--- src/rtl/ultrasonic_ranger.sv ---
// Multi-channel HC-SR04-style ranging controller: round-robin trigger, echo timing, result strobe.
// Define ULTRA_AVG_EN to report a two-sample running average per channel instead of raw widths.
module ultrasonic_ranger #(
    parameter int NUM_CH         = 4,
    parameter int TRIG_CYCLES    = 500,
    parameter int TIMEOUT_CYCLES = 1_900_000,
    parameter int GAP_CYCLES     = 3_000_000,
    parameter int CNT_W          = 22,
    localparam int CH_W          = (NUM_CH > 1) ? $clog2(NUM_CH) : 1
) (
    input  logic              clk,
    input  logic              rst,
    input  logic              enable,
    input  logic [NUM_CH-1:0] echo,
    output logic [NUM_CH-1:0] trig,
    output logic              busy,
    output logic              dist_valid,
    output logic [CH_W-1:0]   dist_ch,
    output logic [CNT_W-1:0]  dist_cycles,
    output logic              timeout,
    output logic [2:0]        dbg_state
);

    typedef enum logic [2:0] {
        S_IDLE      = 3'd0,
        S_TRIG      = 3'd1,
        S_WAIT_RISE = 3'd2,
        S_MEASURE   = 3'd3,
        S_HOLDOFF   = 3'd4
    } state_t;

    localparam logic [CNT_W-1:0] TRIG_LAST = CNT_W'(TRIG_CYCLES - 1);
    localparam logic [CNT_W-1:0] TO_LAST   = CNT_W'(TIMEOUT_CYCLES - 1);
    localparam logic [CNT_W-1:0] GAP_LAST  = CNT_W'(GAP_CYCLES - 1);
    localparam logic [CH_W-1:0]  CH_LAST   = CH_W'(NUM_CH - 1);

    state_t             r_state, w_state_nxt;
    logic [CNT_W-1:0]   r_cnt, w_cnt_nxt;
    logic [CH_W-1:0]    r_ch, w_ch_nxt;
    logic [NUM_CH-1:0]  r_echo_s1, r_echo_s2, r_echo_d;
    logic               r_dist_valid, r_timeout;
    logic [CH_W-1:0]    r_dist_ch;
    logic [CNT_W-1:0]   r_dist_cycles;
    logic               w_echo_now, w_echo_prev, w_rise;
    logic               w_report, w_report_to;
    logic [CNT_W-1:0]   w_raw, w_result;

    // Two-flop synchroniser plus one delayed copy for edge detection on the synced level.
    always_ff @(posedge clk or posedge rst) begin
        if (rst) begin
            r_echo_s1 <= '0;
            r_echo_s2 <= '0;
            r_echo_d  <= '0;
        end else begin
            r_echo_s1 <= echo;
            r_echo_s2 <= r_echo_s1;
            r_echo_d  <= r_echo_s2;
        end
    end

    assign w_echo_now  = r_echo_s2[r_ch];
    assign w_echo_prev = r_echo_d[r_ch];
    assign w_rise      = w_echo_now & ~w_echo_prev;

    always_comb begin
        w_state_nxt = r_state;
        w_cnt_nxt   = r_cnt;
        w_ch_nxt    = r_ch;
        w_report    = 1'b0;
        w_report_to = 1'b0;
        w_raw       = '0;
        case (r_state)
            S_IDLE: begin
                if (enable) begin
                    w_state_nxt = S_TRIG;
                    w_cnt_nxt   = '0;
                end
            end
            S_TRIG: begin
                if (r_cnt >= TRIG_LAST) begin
                    w_state_nxt = S_WAIT_RISE;
                    w_cnt_nxt   = '0;
                end else begin
                    w_cnt_nxt = r_cnt + 1'b1;
                end
            end
            S_WAIT_RISE: begin
                if (w_rise) begin
                    w_state_nxt = S_MEASURE;
                    w_cnt_nxt   = CNT_W'(1);
                end else if (r_cnt >= TO_LAST) begin
                    w_state_nxt = S_HOLDOFF;
                    w_cnt_nxt   = '0;
                    w_report    = 1'b1;
                    w_report_to = 1'b1;
                end else begin
                    w_cnt_nxt = r_cnt + 1'b1;
                end
            end
            S_MEASURE: begin
                if (!w_echo_now) begin
                    w_state_nxt = S_HOLDOFF;
                    w_cnt_nxt   = '0;
                    w_report    = 1'b1;
                    w_raw       = r_cnt;
                end else if (r_cnt >= TO_LAST) begin
                    w_state_nxt = S_HOLDOFF;
                    w_cnt_nxt   = '0;
                    w_report    = 1'b1;
                    w_report_to = 1'b1;
                end else begin
                    w_cnt_nxt = r_cnt + 1'b1;
                end
            end
            S_HOLDOFF: begin
                if (r_cnt >= GAP_LAST) begin
                    w_ch_nxt    = (r_ch == CH_LAST) ? '0 : r_ch + 1'b1;
                    w_state_nxt = enable ? S_TRIG : S_IDLE;
                    w_cnt_nxt   = '0;
                end else begin
                    w_cnt_nxt = r_cnt + 1'b1;
                end
            end
            default: w_state_nxt = S_IDLE;
        endcase
    end

`ifdef ULTRA_AVG_EN
    logic [CNT_W-1:0]  r_prev [NUM_CH];
    logic [NUM_CH-1:0] r_prev_ok;
    logic [CNT_W:0]    w_sum;

    assign w_sum    = {1'b0, r_prev[r_ch]} + {1'b0, w_raw};
    assign w_result = r_prev_ok[r_ch] ? w_sum[CNT_W:1] : w_raw;

    // A timeout breaks the history so the next good reading is reported raw.
    always_ff @(posedge clk or posedge rst) begin
        if (rst) begin
            for (int i = 0; i < NUM_CH; i++) r_prev[i] <= '0;
            r_prev_ok <= '0;
        end else if (w_report) begin
            if (w_report_to) begin
                r_prev_ok[r_ch] <= 1'b0;
            end else begin
                r_prev[r_ch]    <= w_raw;
                r_prev_ok[r_ch] <= 1'b1;
            end
        end
    end
`else
    assign w_result = w_raw;
`endif

    always_ff @(posedge clk or posedge rst) begin
        if (rst) begin
            r_state       <= S_IDLE;
            r_cnt         <= '0;
            r_ch          <= '0;
            r_dist_valid  <= 1'b0;
            r_dist_ch     <= '0;
            r_dist_cycles <= '0;
            r_timeout     <= 1'b0;
        end else begin
            r_state      <= w_state_nxt;
            r_cnt        <= w_cnt_nxt;
            r_ch         <= w_ch_nxt;
            r_dist_valid <= w_report;
            if (w_report) begin
                r_dist_ch     <= r_ch;
                r_dist_cycles <= w_report_to ? '0 : w_result;
                r_timeout     <= w_report_to;
            end
        end
    end

    // Decoded straight from the state register so an asynchronous reset drops trig at once.
    assign trig        = (r_state == S_TRIG) ? (NUM_CH'(1) << r_ch) : '0;
    assign busy        = (r_state != S_IDLE);
    assign dist_valid  = r_dist_valid;
    assign dist_ch     = r_dist_ch;
    assign dist_cycles = r_dist_cycles;
    assign timeout     = r_timeout;
    assign dbg_state   = r_state;

endmodule

--- config.mk ---
export PLATFORM = sky130hd
export DESIGN_NAME = ultrasonic_ranger
export DESIGN_NICKNAME = d
export VERILOG_FILES = /design/src/rtl/ultrasonic_ranger.sv
export SDC_FILE = /design/constraint.sdc
export NUM_CORES = 1
export LEC_CHECK = 0
export BUFFER_PORTS_ARGS = -buffer_cell sky130_fd_sc_hd__buf_4
export CAP_MARGIN = 10
export CORE_MARGIN = 2
export CORE_UTILIZATION = 30
export CTS_CLUSTER_DIAMETER = 100
export DETAILED_ROUTE_END_ITERATION = 10
export PLACE_DENSITY = 0.58
export SLEW_MARGIN = 20
export SYNTH_ARGS = -nofsm -noshare
export SYNTH_HDL_FRONTEND = slang
export SYNTH_SLANG_ARGS = --single-unit
--- constraint.sdc ---
create_clock -name clk -period 5.6 [get_ports clk]
set_input_delay 0.28 -clock clk [delete_from_list [all_inputs] [get_ports clk]]
set_output_delay 0.28 -clock clk [all_outputs]
set_load 0.005 [all_outputs]
After elaboration in Yosys (flattened, before gate mapping)
Index checks and enable logic that the tools add are counted.

operators by class
  add/sub/neg operators = 2
  order comparisons = 4
  equality and inequality tests = 8
  shift-type cells = 1
  muxes and demuxes = 30
  bitwise logic cells = 2
  reduce and logical (&&, ||, !) cells = 6

operators with widths
  operator                                                                               count
  22-bit 2-to-1 mux                                                                      9
  22-bit one-hot mux with 5 select lines                                                 1
  22-bit by 1-bit adder with 22-bit output, second input constant                        1
  22-bit by 21-bit greater-or-equal comparator with 1-bit output, second input constant  1
  22-bit greater-or-equal comparator, second input constant                              1
  22-bit by 9-bit greater-or-equal comparator with 1-bit output, second input constant   1
  3-bit 2-to-1 mux                                                                       6
  3-bit one-hot mux with 5 select lines                                                  1
  1-bit 2-to-1 mux                                                                       7
  3-bit by 2-bit equality test with 1-bit output, second input constant                  2
  2-bit inequality test, second input constant                                           3
  5-bit nonzero test                                                                     1
  1-bit binary-select mux with 2-bit select                                              2
  4-bit 2-to-1 mux                                                                       1
  1-bit one-hot mux with 2 select lines                                                  2
  2-bit AND reduction                                                                    2
  1-bit by 2-bit << shifter with 4-bit output, first input constant                      1
  3-bit by 1-bit equality test with 1-bit output, second input constant                  1
  3-bit equality test, second input constant                                             1
  3-bit logical NOT                                                                      1
  2-bit by 3-bit < comparator with 1-bit output, second input constant                   1
  3-bit AND reduction                                                                    1
  3-bit nonzero test                                                                     1
  2-bit by 1-bit adder with 2-bit output, second input constant                          1
  other kinds (4)                                                                        4

storage, ports and cells
  register bits = 65
  input bits = 7
  output and inout port bits = 34
  word-level logic and storage cells = 63

Depth between registers and ports, before layout
  depth in word-level cells = 7
  gate-level depth with buffers = 9
  mapped depth without buffers = 7

Least setup slack after synthesis
Ideal clock, no wire load.

  path type = register -> register
  from = register r_ch[0]
  to = register r_cnt[1]
  arrival = 1.973 ns
  data required time = 5.479 ns
  slack = 3.506 ns
  stages on the path, launching flop included = 8
  path buffers = 2
  clock period less this slack = 2.094 ns
  cells stage by stage = dfrtp_1 buf_4 mux2_1 or4_1 nand3_1 o311ai_4 buf_6 a22o_1

on the way
  longest elaborated chain between the ends = 6

ends and longest elaborated chain
  what                                        line  source
  start: declaration                          39    logic [CH_W-1:0] r_ch, w_ch_nxt;
  start signal: assignment                    166   r_ch <= w_ch_nxt;
  1-bit binary-select mux with 2-bit select   62    assign w_echo_prev = r_echo_d[r_ch];
  1-bit 2-to-1 mux (not written as such)      62
  1-bit NOT                                   63    assign w_rise = w_echo_now & ~w_echo_prev;
  1-bit AND                                   63
  22-bit 2-to-1 mux                           88    if (w_rise) begin
  22-bit one-hot mux with 5 select lines (*)  72    case (r_state)
  end signal: assignment                      165   r_cnt <= w_cnt_nxt;
  end: declaration                            38    logic [CNT_W-1:0] r_cnt, w_cnt_nxt;

Mark *: on every way between the ends. The rest lies on a longest branch, timed or not. The select of a mux whose other input is x is not followed.
A chain may end at the register's enable or synchronous reset.

Final worst setup path
  from = register r_ch[0]
  to = register r_dist_ch[1], in the netlist dist_ch[1]

on the way
  longest elaborated chain between the ends = 6

ends and longest elaborated chain
  what                                       line  source
  1-bit binary-select mux with 2-bit select  62
  1-bit 2-to-1 mux (not written as such)     62
  1-bit NOT                                  63
  1-bit AND                                  63
  1-bit 2-to-1 mux                           88
  1-bit one-hot mux with 2 select lines (*)  72
  end signal: assignment                     169   r_dist_ch <= r_ch;
  end: declaration                           42    logic [CH_W-1:0] r_dist_ch;

Marks and branches as above.

==> qor.yml <==
synth_top_family_by_area: "compound AO/OA/AOI/OAI gates"
pre_cts_ws_ns: 2.68
grt_usage_pct: 13.5
synth.area.mux_share_pct: 3.61
setup_viol: 0
synth_adder_area_share_pct: 1.98
hold_viol: 0
cts_tree: "built"
yosysWarnings: 0
yosysUniqueCellTypes: 51
ys_top_cells_by_count: "dfrtp_1, a22o_1, nand2_1"
clock_skew_ns: 0.00939
core_sq_um: 10300
syn2layout_area_growth_pct: 18.8
numClockSinks: 65
crit_type: "flop to flop"
p_per_area_nw_per_um2: 374
row_count: 37
finalSetupTns_ns: 0
synth_xor_area_share_pct: 1.11
cap_violations: 0
seqCellArea_sq_um: 1630
hold_buffers: 0
cts_root_buffer: "clkbuf_8"
grt_pass1_vias: 2326
ys_seq_elements: 65
leakage_nw: 1.75
synth.area.top_cells: "dfrtp_1, a22o_1, a31oi_1"
synth_top_area_share_pct: 51.6
cp-end-kind: "flop"
multi_input_area_sq_um: 1360
globalplace.congestion: 0.781
drive_gt1_share_pct: 21.7
grt_max_degree: 66
synth_edf_count: 0
whs_ns: 0.0417
die_area_sq_um: 11400
worst_pin_slew_ns: 0.912
critical_path_required_ns: 5.83
wirelength_um: 7030
min_period_over_period_pct: 50.9
synth_most_common_cell: "dfrtp_1"
vias_per_cell: 5.17
max_freq_mhz: 351
clk_path_buf_depth: 2
synth_ff_type: "dfrtp_1"
max_slew_margin_pct: 39.2
io_buffers: 40
rsz0062_at_grt: "no"
dp_hpwl_um: 4620
seq_area_frac_synth_pct: 51.6
cp-start-kind: "flop"
postCtsSetupBuffers: 0
tritoncts.num_buffers: 9
synth.avg_cell_area_sq_um: 10.7
drc: 0
worstPathArrival_ns: 3.09
fin_crit_ns: 2.85
crit_fanout: 25
grt-ovfl-total: 0
start_util_pct: 30.7
clk_pin_slew_ns: 0.07
synth.cell_area_sq_um: 3150
antenna_found_initial: 0
final.fill_count: 1042
die_w_um: 107
clkLatencyLatePin_ns: 0.35
post_drt_wl_per_cell_um: 15.0
ant_nets: 0
setup_slack_ns: 2.75
grt_pass1_wl_um: 12100
synth_compound_gate_area_share_pct: 21.3
ir_drop_uv: 148
ioPinCount: 41
n_antenna_cell: 0
synthesis.nets: 307
min_path_type: "input port to flop"
final_net_count: 339
first_pass_iters: 4
drv_slew: 0
synth-simple-area-share_pct: 15.2
syn_inst: 295
vias: 2421
status: "finished, final reports clean"
synth_top_area_cell: "dfrtp_1"
async_flop_share_pct: 100
htree_levels: 3
power_mw: 1.40
die_h_um: 107
drtIter0Drc: 144
cts-resized-gates: 0
[cell type report]
cell class | instances | share of cell area, %
Clock inverter | 7 | 2.54
Inverter | 10 | 1.00
Clock buffer | 9 | 3.31
Tap cell | 136 | 4.54
Multi-Input combinational cell | 197 | 36.4
Timing Repair Buffer | 44 | 8.81
Sequential cell | 65 | 43.4
[sequential cells by signal, summed over array words and instances, names as in the netlist]
name	cells
r_cnt	22
dbg_state	3
r_ch	2
timeout	1
r_echo_s2	4
r_echo_d	4
dist_cycles	22
r_echo_s1	4
dist_valid	1
dist_ch	2
[through the flow]
| stage | utilization, % | instances | area (sq um) |
|---|---|---|---|
| CTS | 36.5 | 468 | 3750 |
| finish | 36.5 | 468 | 3750 |
| detailed placement | 34.3 | 452 | 3530 |
| global placement | 34.3 | 452 | 3530 |
| floorplan | - | 295 | 3150 |
| global route | 36.5 | 468 | 3750 |
[worst max-delay path, stage by stage (launching register included)]
cell and delay (ns):
dfrtp_1 0.62, mux2_4 0.35, o21ai_1 0.20, and3_1 0.79, o21ai_2 0.18, buf_4 0.27
mux2_1 0.33
[cells by family (layout without fill, tap and decap cells)]
family / Yosys count / in the layout
DFF: 65 / 65
xor gates and xnor gates: 4 / 4
and+or+nand+nor: 91 / 91
adders and majority gates: 5 / 5
buffers and inverters: 33 / 70
muxes: 8 / 8
AOI/OAI and AO/OA: 89 / 89
[final timing paths]
path,start,end,slack (ns),cells after the start
setup / recovery,r_ch[0],dist_ch[1],2.75,6
hold / removal,echo[3],r_echo_s1[3],0.04,1
setup reg to reg,r_ch[0],dist_ch[1],2.75,6
hold reg to reg,r_echo_s1[1],r_echo_s2[1],0.35,0
max in group asynchronous,rst,r_cnt[16],4.90,3
min in group asynchronous,rst,dist_ch[0],0.18,3
[layout by cell type, fill, tap and decap left out, types with 2 or more instances in the layout]
master     netlist  routed
ha_1             5       5
mux2_1           3       3
nand2b_1         4       4
mux4_2           2       2
nand2_1         25      25
mux2i_1          2       2
bufinv_16        0       2
nor4_2           2       2
o21ai_1          5       5
o21ai_0          3       3
inv_1            9       8
a41oi_1          5       5
buf_4            1      44
nor3_1           6       6
a22o_1          28      28
a31oi_1         19      19
nand4_1          3       3
o211ai_1         3       3
nand3_1         10      10
a21o_1           3       3
clkinv_4         0       2
dfrtp_1         65      65
or3_1            2       2
clkinv_2         0       2
and2_1           7       7
or4_1            2       2
a21oi_1         13      13
xnor2_1          3       3
nor2b_1          2       2
and3_1           9       9
clkbuf_8         0       9
nor2_1          13      13
inv_2            1       2
[per-layer routing]
metal / GRT usage, % / part of all wire [%] / wire length (um) / vias to the layer above
met4: 5.10 / 1.5 / 108 / 0
li1: - / - / - / 1160
met2: 20.2 / 45 / 3200 / 67
met3: 2.76 / 4.4 / 312 / 9
met5: 0 / 0 / 0 / -
met1: 19.1 / 49 / 3410 / 1185
[where the power goes]
part	total (mW)	internal (mW)	switching (mW)
clock network	0.442	0.250	0.192
logic	0.387	0.164	0.223
registers	0.574	0.512	0.0622
total	1.40	0.926	0.477
Note: power is estimated with default switching activity, not from simulation.
